`config.mk`:
```
export PLATFORM = sky130hd
export DESIGN_NAME = adder_arbiter_flat
export DESIGN_NICKNAME = d
export VERILOG_FILES = /design/src/rtl/adder_arbiter_if.sv /design/src/rtl/adder_arbiter.sv /design/src/flat_wrapper.sv
export SDC_FILE = /design/constraint.sdc
export NUM_CORES = 1
export LEC_CHECK = 0
export ABC_AREA = 0
export CORE_MARGIN = 4
export CORE_UTILIZATION = 44
export CTS_BUF_LIST = sky130_fd_sc_hd__clkbuf_8
export DETAILED_ROUTE_END_ITERATION = 7
export PLACE_DENSITY = 0.88
export SETUP_SLACK_MARGIN = 0.3
export SYNTH_ARGS = -nofsm -noshare
export SYNTH_HDL_FRONTEND = slang
export SYNTH_SLANG_ARGS = --single-unit
```
`constraint.sdc`:
```
create_clock -name clk -period 3.8 [get_ports clk]
set_clock_uncertainty 0.05 [all_clocks]
set_input_delay 0.57 -clock clk [delete_from_list [all_inputs] [get_ports clk]]
set_output_delay 0.57 -clock clk [all_outputs]
set_load 0.01 [all_outputs]
```
`src/rtl/adder_arbiter_if.sv`:
```
// Handshake and shared-adder bundle for adder_arbiter.
// The requester/adder side uses the master modport; the arbiter uses slave.
interface adder_arbiter_if #(
  parameter int WIDTH = 32
);
  logic             req0_valid;
  logic [WIDTH-1:0] req0_a;
  logic [WIDTH-1:0] req0_b;
  logic             req0_cin;
  logic             req0_ready;
  logic             rsp0_valid;
  logic [WIDTH-1:0] rsp0_sum;
  logic             rsp0_cout;
  logic             rsp0_ready;

  logic             req1_valid;
  logic [WIDTH-1:0] req1_a;
  logic [WIDTH-1:0] req1_b;
  logic             req1_cin;
  logic             req1_ready;
  logic             rsp1_valid;
  logic [WIDTH-1:0] rsp1_sum;
  logic             rsp1_cout;
  logic             rsp1_ready;

  logic [WIDTH-1:0] add_a;
  logic [WIDTH-1:0] add_b;
  logic             add_cin;
  logic [WIDTH-1:0] add_sum;
  logic             add_cout;

  logic             busy;
  logic             owner;

  modport master (
    output req0_valid, req0_a, req0_b, req0_cin, rsp0_ready,
    input  req0_ready, rsp0_valid, rsp0_sum, rsp0_cout,
    output req1_valid, req1_a, req1_b, req1_cin, rsp1_ready,
    input  req1_ready, rsp1_valid, rsp1_sum, rsp1_cout,
    input  add_a, add_b, add_cin,
    output add_sum, add_cout,
    input  busy, owner
  );

  modport slave (
    input  req0_valid, req0_a, req0_b, req0_cin, rsp0_ready,
    output req0_ready, rsp0_valid, rsp0_sum, rsp0_cout,
    input  req1_valid, req1_a, req1_b, req1_cin, rsp1_ready,
    output req1_ready, rsp1_valid, rsp1_sum, rsp1_cout,
    output add_a, add_b, add_cin,
    input  add_sum, add_cout,
    output busy, owner
  );
endinterface

```
`src/rtl/adder_arbiter.sv`:
```
// Two-requester round-robin arbiter in front of one shared combinational adder.
// One operation is in flight at a time: operands are registered toward the
// adder, the result is captured after ADD_LAT cycles, and it is held in the
// owner's response register until the owner takes it.
module adder_arbiter #(
  parameter int WIDTH   = 32,
  parameter int ADD_LAT = 1
) (
  input  logic            clk,
  input  logic            rst_n,
  adder_arbiter_if.slave  bus
);

  typedef enum logic [1:0] {IDLE, WAIT, RESP} state_t;

  localparam logic [3:0] LAT_INIT = 4'(ADD_LAT);

  state_t           state;
  logic [3:0]       cnt;
  logic             owner_q;
  logic             last_q;
  logic [WIDTH-1:0] add_a_q;
  logic [WIDTH-1:0] add_b_q;
  logic             add_cin_q;
  logic [1:0]       rsp_valid_q;
  logic [1:0]       rsp_cout_q;
  logic [WIDTH-1:0] rsp_sum0_q;
  logic [WIDTH-1:0] rsp_sum1_q;

  logic             grant_valid;
  logic             grant;
  logic             owner_rsp_ready;

  // Round-robin pick: a lone requester wins, a tie goes to whoever was not served last.
  always_comb begin
    grant_valid = bus.req0_valid | bus.req1_valid;
    grant       = 1'b0;
    if (bus.req0_valid && bus.req1_valid) begin
      grant = ~last_q;
    end else begin
      grant = bus.req1_valid;
    end
  end

  assign owner_rsp_ready = owner_q ? bus.rsp1_ready : bus.rsp0_ready;

  assign bus.req0_ready = (state == IDLE) && grant_valid && !grant;
  assign bus.req1_ready = (state == IDLE) && grant_valid &&  grant;

  assign bus.add_a      = add_a_q;
  assign bus.add_b      = add_b_q;
  assign bus.add_cin    = add_cin_q;
  assign bus.rsp0_valid = rsp_valid_q[0];
  assign bus.rsp1_valid = rsp_valid_q[1];
  assign bus.rsp0_sum   = rsp_sum0_q;
  assign bus.rsp1_sum   = rsp_sum1_q;
  assign bus.rsp0_cout  = rsp_cout_q[0];
  assign bus.rsp1_cout  = rsp_cout_q[1];
  assign bus.busy       = (state != IDLE);
  assign bus.owner      = owner_q;

  // Control FSM: accept one request, let the adder settle, then hold the result for its owner.
  always_ff @(posedge clk or negedge rst_n) begin
    if (!rst_n) begin
      state       <= IDLE;
      cnt         <= '0;
      owner_q     <= 1'b0;
      last_q      <= 1'b1;
      add_a_q     <= '0;
      add_b_q     <= '0;
      add_cin_q   <= 1'b0;
      rsp_valid_q <= '0;
      rsp_cout_q  <= '0;
      rsp_sum0_q  <= '0;
      rsp_sum1_q  <= '0;
    end else begin
      case (state)
        IDLE: begin
          if (grant_valid) begin
            add_a_q   <= grant ? bus.req1_a   : bus.req0_a;
            add_b_q   <= grant ? bus.req1_b   : bus.req0_b;
            add_cin_q <= grant ? bus.req1_cin : bus.req0_cin;
            owner_q   <= grant;
            cnt       <= LAT_INIT;
            state     <= WAIT;
          end
        end
        WAIT: begin
          cnt <= cnt - 4'd1;
          if (cnt == 4'd1) begin
            if (owner_q) begin
              rsp_sum1_q <= bus.add_sum;
            end else begin
              rsp_sum0_q <= bus.add_sum;
            end
            rsp_cout_q[owner_q]  <= bus.add_cout;
            rsp_valid_q[owner_q] <= 1'b1;
            state                <= RESP;
          end
        end
        RESP: begin
          if (owner_rsp_ready) begin
            rsp_valid_q[owner_q] <= 1'b0;
            last_q               <= owner_q;
            state                <= IDLE;
          end
        end
        default: state <= IDLE;
      endcase
    end
  end

endmodule

```
`src/flat_wrapper.sv`:
```
// flat-port wrapper written by rule: the top's interface ports become plain ports
module adder_arbiter_flat 
#(
  parameter int WIDTH   = 32,
  parameter int ADD_LAT = 1
)
  (clk, rst_n, bus_req0_valid, bus_req0_a, bus_req0_b, bus_req0_cin, bus_rsp0_ready, bus_req0_ready, bus_rsp0_valid, bus_rsp0_sum, bus_rsp0_cout, bus_req1_valid, bus_req1_a, bus_req1_b, bus_req1_cin, bus_rsp1_ready, bus_req1_ready, bus_rsp1_valid, bus_rsp1_sum, bus_rsp1_cout, bus_add_a, bus_add_b, bus_add_cin, bus_add_sum, bus_add_cout, bus_busy, bus_owner);
  adder_arbiter_if #(.WIDTH(WIDTH)) bus_i ();
  input  logic clk;
  input  logic rst_n;
  input wire logic [$bits(bus_i.req0_valid)-1:0] bus_req0_valid;
  input wire logic [$bits(bus_i.req0_a)-1:0] bus_req0_a;
  input wire logic [$bits(bus_i.req0_b)-1:0] bus_req0_b;
  input wire logic [$bits(bus_i.req0_cin)-1:0] bus_req0_cin;
  input wire logic [$bits(bus_i.rsp0_ready)-1:0] bus_rsp0_ready;
  output wire logic [$bits(bus_i.req0_ready)-1:0] bus_req0_ready;
  output wire logic [$bits(bus_i.rsp0_valid)-1:0] bus_rsp0_valid;
  output wire logic [$bits(bus_i.rsp0_sum)-1:0] bus_rsp0_sum;
  output wire logic [$bits(bus_i.rsp0_cout)-1:0] bus_rsp0_cout;
  input wire logic [$bits(bus_i.req1_valid)-1:0] bus_req1_valid;
  input wire logic [$bits(bus_i.req1_a)-1:0] bus_req1_a;
  input wire logic [$bits(bus_i.req1_b)-1:0] bus_req1_b;
  input wire logic [$bits(bus_i.req1_cin)-1:0] bus_req1_cin;
  input wire logic [$bits(bus_i.rsp1_ready)-1:0] bus_rsp1_ready;
  output wire logic [$bits(bus_i.req1_ready)-1:0] bus_req1_ready;
  output wire logic [$bits(bus_i.rsp1_valid)-1:0] bus_rsp1_valid;
  output wire logic [$bits(bus_i.rsp1_sum)-1:0] bus_rsp1_sum;
  output wire logic [$bits(bus_i.rsp1_cout)-1:0] bus_rsp1_cout;
  output wire logic [$bits(bus_i.add_a)-1:0] bus_add_a;
  output wire logic [$bits(bus_i.add_b)-1:0] bus_add_b;
  output wire logic [$bits(bus_i.add_cin)-1:0] bus_add_cin;
  input wire logic [$bits(bus_i.add_sum)-1:0] bus_add_sum;
  input wire logic [$bits(bus_i.add_cout)-1:0] bus_add_cout;
  output wire logic [$bits(bus_i.busy)-1:0] bus_busy;
  output wire logic [$bits(bus_i.owner)-1:0] bus_owner;
  assign bus_i.req0_valid = bus_req0_valid;
  assign bus_i.req0_a = bus_req0_a;
  assign bus_i.req0_b = bus_req0_b;
  assign bus_i.req0_cin = bus_req0_cin;
  assign bus_i.rsp0_ready = bus_rsp0_ready;
  assign bus_req0_ready = bus_i.req0_ready;
  assign bus_rsp0_valid = bus_i.rsp0_valid;
  assign bus_rsp0_sum = bus_i.rsp0_sum;
  assign bus_rsp0_cout = bus_i.rsp0_cout;
  assign bus_i.req1_valid = bus_req1_valid;
  assign bus_i.req1_a = bus_req1_a;
  assign bus_i.req1_b = bus_req1_b;
  assign bus_i.req1_cin = bus_req1_cin;
  assign bus_i.rsp1_ready = bus_rsp1_ready;
  assign bus_req1_ready = bus_i.req1_ready;
  assign bus_rsp1_valid = bus_i.rsp1_valid;
  assign bus_rsp1_sum = bus_i.rsp1_sum;
  assign bus_rsp1_cout = bus_i.rsp1_cout;
  assign bus_add_a = bus_i.add_a;
  assign bus_add_b = bus_i.add_b;
  assign bus_add_cin = bus_i.add_cin;
  assign bus_i.add_sum = bus_add_sum;
  assign bus_i.add_cout = bus_add_cout;
  assign bus_busy = bus_i.busy;
  assign bus_owner = bus_i.owner;
  adder_arbiter #(.WIDTH(WIDTH), .ADD_LAT(ADD_LAT)) u_core (.clk(clk), .rst_n(rst_n), .bus(bus_i));
endmodule
```
# After elaboration in Yosys (flattened, before gate mapping)
# Cells that the tools add are included.
word_totals:
  register_bits: 141
  input_bits: 169
  output_inout_bits: 137
  word_cells: 61
classes:
  addsub: 1
  n_lt_le_gt_ge: 2
  n_eq_ne: 6
  n_mux: 17
  n_bitwise: 6
  reduce_logical: 18
ops:
  columns: ["cell", "count"]
  rows:
  - ["32-bit 2-to-1 mux", 2]
  - ["3-bit AND reduction", 4]
  - ["2-bit 2-to-1 mux", 5]
  - ["4-bit case mux with 2 select lines", 1]
  - ["2-bit AND reduction", 4]
  - ["2-bit by 1-bit != test with 1-bit output, second input constant", 3]
  - ["2-bit case mux with 3 select lines", 1]
  - ["2-bit nonzero test", 3]
  - ["1-bit logical AND", 5]
  - ["4-bit by 1-bit == test with 1-bit output, second input constant", 1]
  - ["1-bit 2-to-1 mux", 4]
  - ["4-bit 2-to-1 mux", 1]
  - ["2-bit case mux with 2 select lines", 1]
  - ["4-bit by 1-bit subtractor with 4-bit output, second input constant", 1]
  - ["2-bit bitwise AND", 1]
  - ["2-bit bitwise mux", 1]
  - ["2-bit by 1-bit == test with 1-bit output, second input constant", 1]
  - ["2-bit == test, second input constant", 1]
  - ["2-bit logical NOT", 1]
  - ["1-bit by 2-bit less-than comparator with 1-bit output, second input constant", 1]
  - ["1-bit inverter", 2]
  - ["2-bit inverter", 1]
  - ["2-bit OR", 1]
  - ["1-bit demux with 1-bit select", 1]
  - ["3 further kinds", 3]

# Logic depth before layout (Yosys ltp)
depth:
  depth_word: 8
  mapped_depth: 7
  ltp_nobuf: 5

# Worst setup path before layout
# OpenSTA, ideal clock, no wires.
synth_timing:
  path_type: "register to output"
  start: "reg u_core.state[0]"
  end: "out bus_req1_ready"
  t_arrival_ns: 1.456
  required_ns: 3.180
  path_slack_ns: 1.724
  path_stages_with_launch: 7
  n_path_buf: 2
  path_cell_list: "dfrtp_1 inv_1 ha_1 and2_1 clkbuf_1 clkbuf_1 and2_1"
synth_via:
  elab_chain_cells: 3
synth_lines:
  columns: ["item", "line", "rtl"]
  rows:
  - ["start, declared", "adder_arbiter.sv:18", "state_t state;"]
  - ["start signal, assigned", "adder_arbiter.sv:65", "state <= IDLE;"]
  - ["start signal, assigned", "adder_arbiter.sv:85", "state <= WAIT;"]
  - ["start signal, assigned", "adder_arbiter.sv:98", "state <= RESP;"]
  - ["2-bit logical NOT", "adder_arbiter.sv:48", "assign bus.req1_ready = (state == IDLE) && grant_valid && grant;"]
  - ["1-bit logical AND (2 in a row)", "adder_arbiter.sv:48", null]
  - ["end, declared", "flat_wrapper.sv:25", "output wire logic [$bits(bus_i.req1_ready)-1:0] bus_req1_ready;"]
# Every way passes these cells.

# Worst setup path in the final report
layout_timing:
  start: "reg u_core.state[1]"
  end: "out bus_req1_ready"
# Same word-level chain as after synthesis.

==> reports/results.ini <==
[run_status]
status = finished clean

[global_routing]
grt_use_total_pct = 24.37
grt_max_degree = 121
first_global_vias = 5390
grt_overflow_total = 0
grt_pass1_wl_um = 28270
grt_antenna_before_repair = 0

[route]
num_vias = 4958
viasPerCell = 5.460
antenna_left = 0
drc = 0
drt-total-wl_um = 18690
drt_iter0_drc = 386
drtPass1Iterations = 4
avgRoutedWirePerCell_um = 20.58

[setup_path]
crit_type = flip-flop to output port
reg2reg_to = u_core.bus.rsp1_sum[12]
critPathCaptureType = output port
path_max_fanout = 5
critPathLaunchType = flip-flop
cp_data_required_time_ns = 3.18
crit_arrival_ns = 2.15
ff2ff_path_depth = 5
reg2reg_from = u_core.cnt[1]
rrSetupSlack_ns = 1.25

[logic_synthesis]
synth_area_leaders = dfrtp_1 (60%), a221o_1 (11%), mux2_2 (11%)
synth_top_area_share_pct = 59.66
yosysSeqAreaShare_pct = 60.11
syn_inst = 429
ys_async_sr_fraction_pct = 100.0
ys.flop_type = dfrtp_1
synth.avg_cell_area_um2 = 13.69
ys_ff_latch = 141
yosys.area.top_type = dfrtp_1
synth.cell_area_um2 = 5872
syn_nets = 604
ys_types = 35
synth_edf_count = 0
yosys_warnings = 0

[clock_tree]
cts_buffers = 17
cts_root_buf = clkbuf_8
htreeDepth = 4
cts_tree = built
cts_resized = 0
cts_buffer_depth = 2
cts_hold_buffers = 0
clkLatencyLatePin_ns = 0.43
cts.clk_slew.worst_paths_ns = 0.08
numClockSinks = 141
post_cts_buffers = 0

[sta]
maxSlewViolCount = 0
timing.slew.headroom_pct = 29.78
worst_slack_ns = 1.033
finalSetupViolCount = 0
rsz0062_at_grt = false
hold_ws_ns = 0.2638
max_freq_mhz = 361.4
period_share_pct = 72.83
report.final.hold_viol_count = 0
fin_setup_tns_ns = 0
worstMarginPinSlew_ns = 1.053
period_needed_ns = 2.767

[placed_design]
place_congestion = 0.8606
portBuffers = 305
post-dp-hpwl_um = 13580
place_area_um2 = 9079
pre_cts_slack_ns = 1.083

[power]
ir_worst_vdd_uv = 472.1
cellPowerDensity_nw_per_um2 = 812.2
leakage_nw = 4.191

[min_path]
hold_class = input port to asynchronous set/reset pin

[final_layout]
stdcell_area_um2 = 9529
mostFrequentLayoutCells = clkdlybuf4s50_1 (304), dfrtp_1 (140), a221o_1 (67)
antenna_cells = 0
final_common_cell = clkdlybuf4s50_1
areaGrowthSynthToFinish_pct = 62.28
fill_cells = 828
drive_gt1_share_pct = 14.67
nets = 898

[die]
num_rows = 41
core_area_um2 = 12820
initial_core_util_pct = 45.79
dieArea_um2 = 15260
ios = 306
die-height_um = 123.5
fp.dieW_um = 123.5

[job]
maxCapViolations = 0

-- cells by family (layout without fill, tap and decap cells) --
| group | count (synthesis) | after routing | share of synthesized area, % |
|---|---|---|---|
| DFF | 141 | 141 | 60.11 |
| AOI/OAI and AO/OA | 86 | 86 | 13.57 |
| and+or+nand+nor | 83 | 83 | 8.864 |
| muxes | 68 | 68 | 13.02 |
| buffers and inverters | 45 | 352 | 3.154 |
| adders and majority gates | 6 | 6 | 1.278 |
-- routing by layer --
metal	GRT usage [%]	vias to the layer above	wire [µm]
met5	0	-	0
met4	9.689	0	496
met3	9.881	38	1929
met2	41.18	251	9310
met1	27.52	2430	6954
li1	-	2239	-
-- through the flow --
stage,cells,util (%),power [mW]
after floorplan,429,-,4.324
after global placement,876,70.79,6.298
after detailed placement,876,70.79,6.436
after CTS,908,74.30,7.812
after global routing,908,74.30,8.196
final,908,74.30,7.740
-- worst max-delay path, stage by stage, from the launching register on --
cell and delay, ns:
dfrtp_1 0.41, inv_1 0.11, ha_1 0.30, and2_2 0.19
and2_1 0.15, clkdlybuf4s50_1 0.56
-- power breakdown --
part	internal (mW)	switching [mW]	total (mW)
combinational	2.20	1.49	3.69
clock	0.754	0.588	1.34
sequential	2.25	0.463	2.71
total	5.20	2.54	7.74
-- flip-flops by register name (all words and copies together), names as in the netlist, named ones only --
name	flops
u_core.last_q	1
u_core.bus.rsp0_sum	32
u_core.bus.add_cin	1
u_core.bus.add_a	32
u_core.state	2
u_core.bus.owner	1
u_core.bus.add_b	32
u_core.bus.rsp1_sum	32
u_core.rsp_cout_q	2
u_core.cnt	4
-- area by class of cell --
cell class	count	area [µm²]	share of cell area, %
Tap cell	172	215.2	2.258
Multi-Input combinational cell	243	2188	22.96
Clock buffer	19	261.5	2.744
Sequential cell	141	3530	37.04
Timing Repair Buffer	311	3112	32.65
Inverter	9	33.78	0.3545
Clock inverter	13	188.9	1.983
-- worst max-delay path by stage --
stage | startpoint | endpoint | slack [ns] | cells past startpoint
floorplan | u_core.state[0] | bus_req1_ready | 1.72 | 6
global placement | bus_req1_valid | bus_req1_ready | 1.10 | 4
detailed placement | bus_req1_valid | bus_req1_ready | 1.08 | 4
CTS | u_core.state[1] | bus_req1_ready | 1.0 | 5
global route | u_core.state[1] | bus_req1_ready | 0.90 | 5
finish | u_core.state[1] | bus_req1_ready | 1.03 | 5
-- synth_stat cells (4+ instances only) --
library cell,instances
mux2_1,8
inv_1,8
mux2_2,59
ha_1,6
a221o_1,67
a21oi_1,4
o21ai_0,5
and3_1,65
dfrtp_1,140
clkbuf_1,28
buf_2,4
Power figures use the tool's default switching activity.
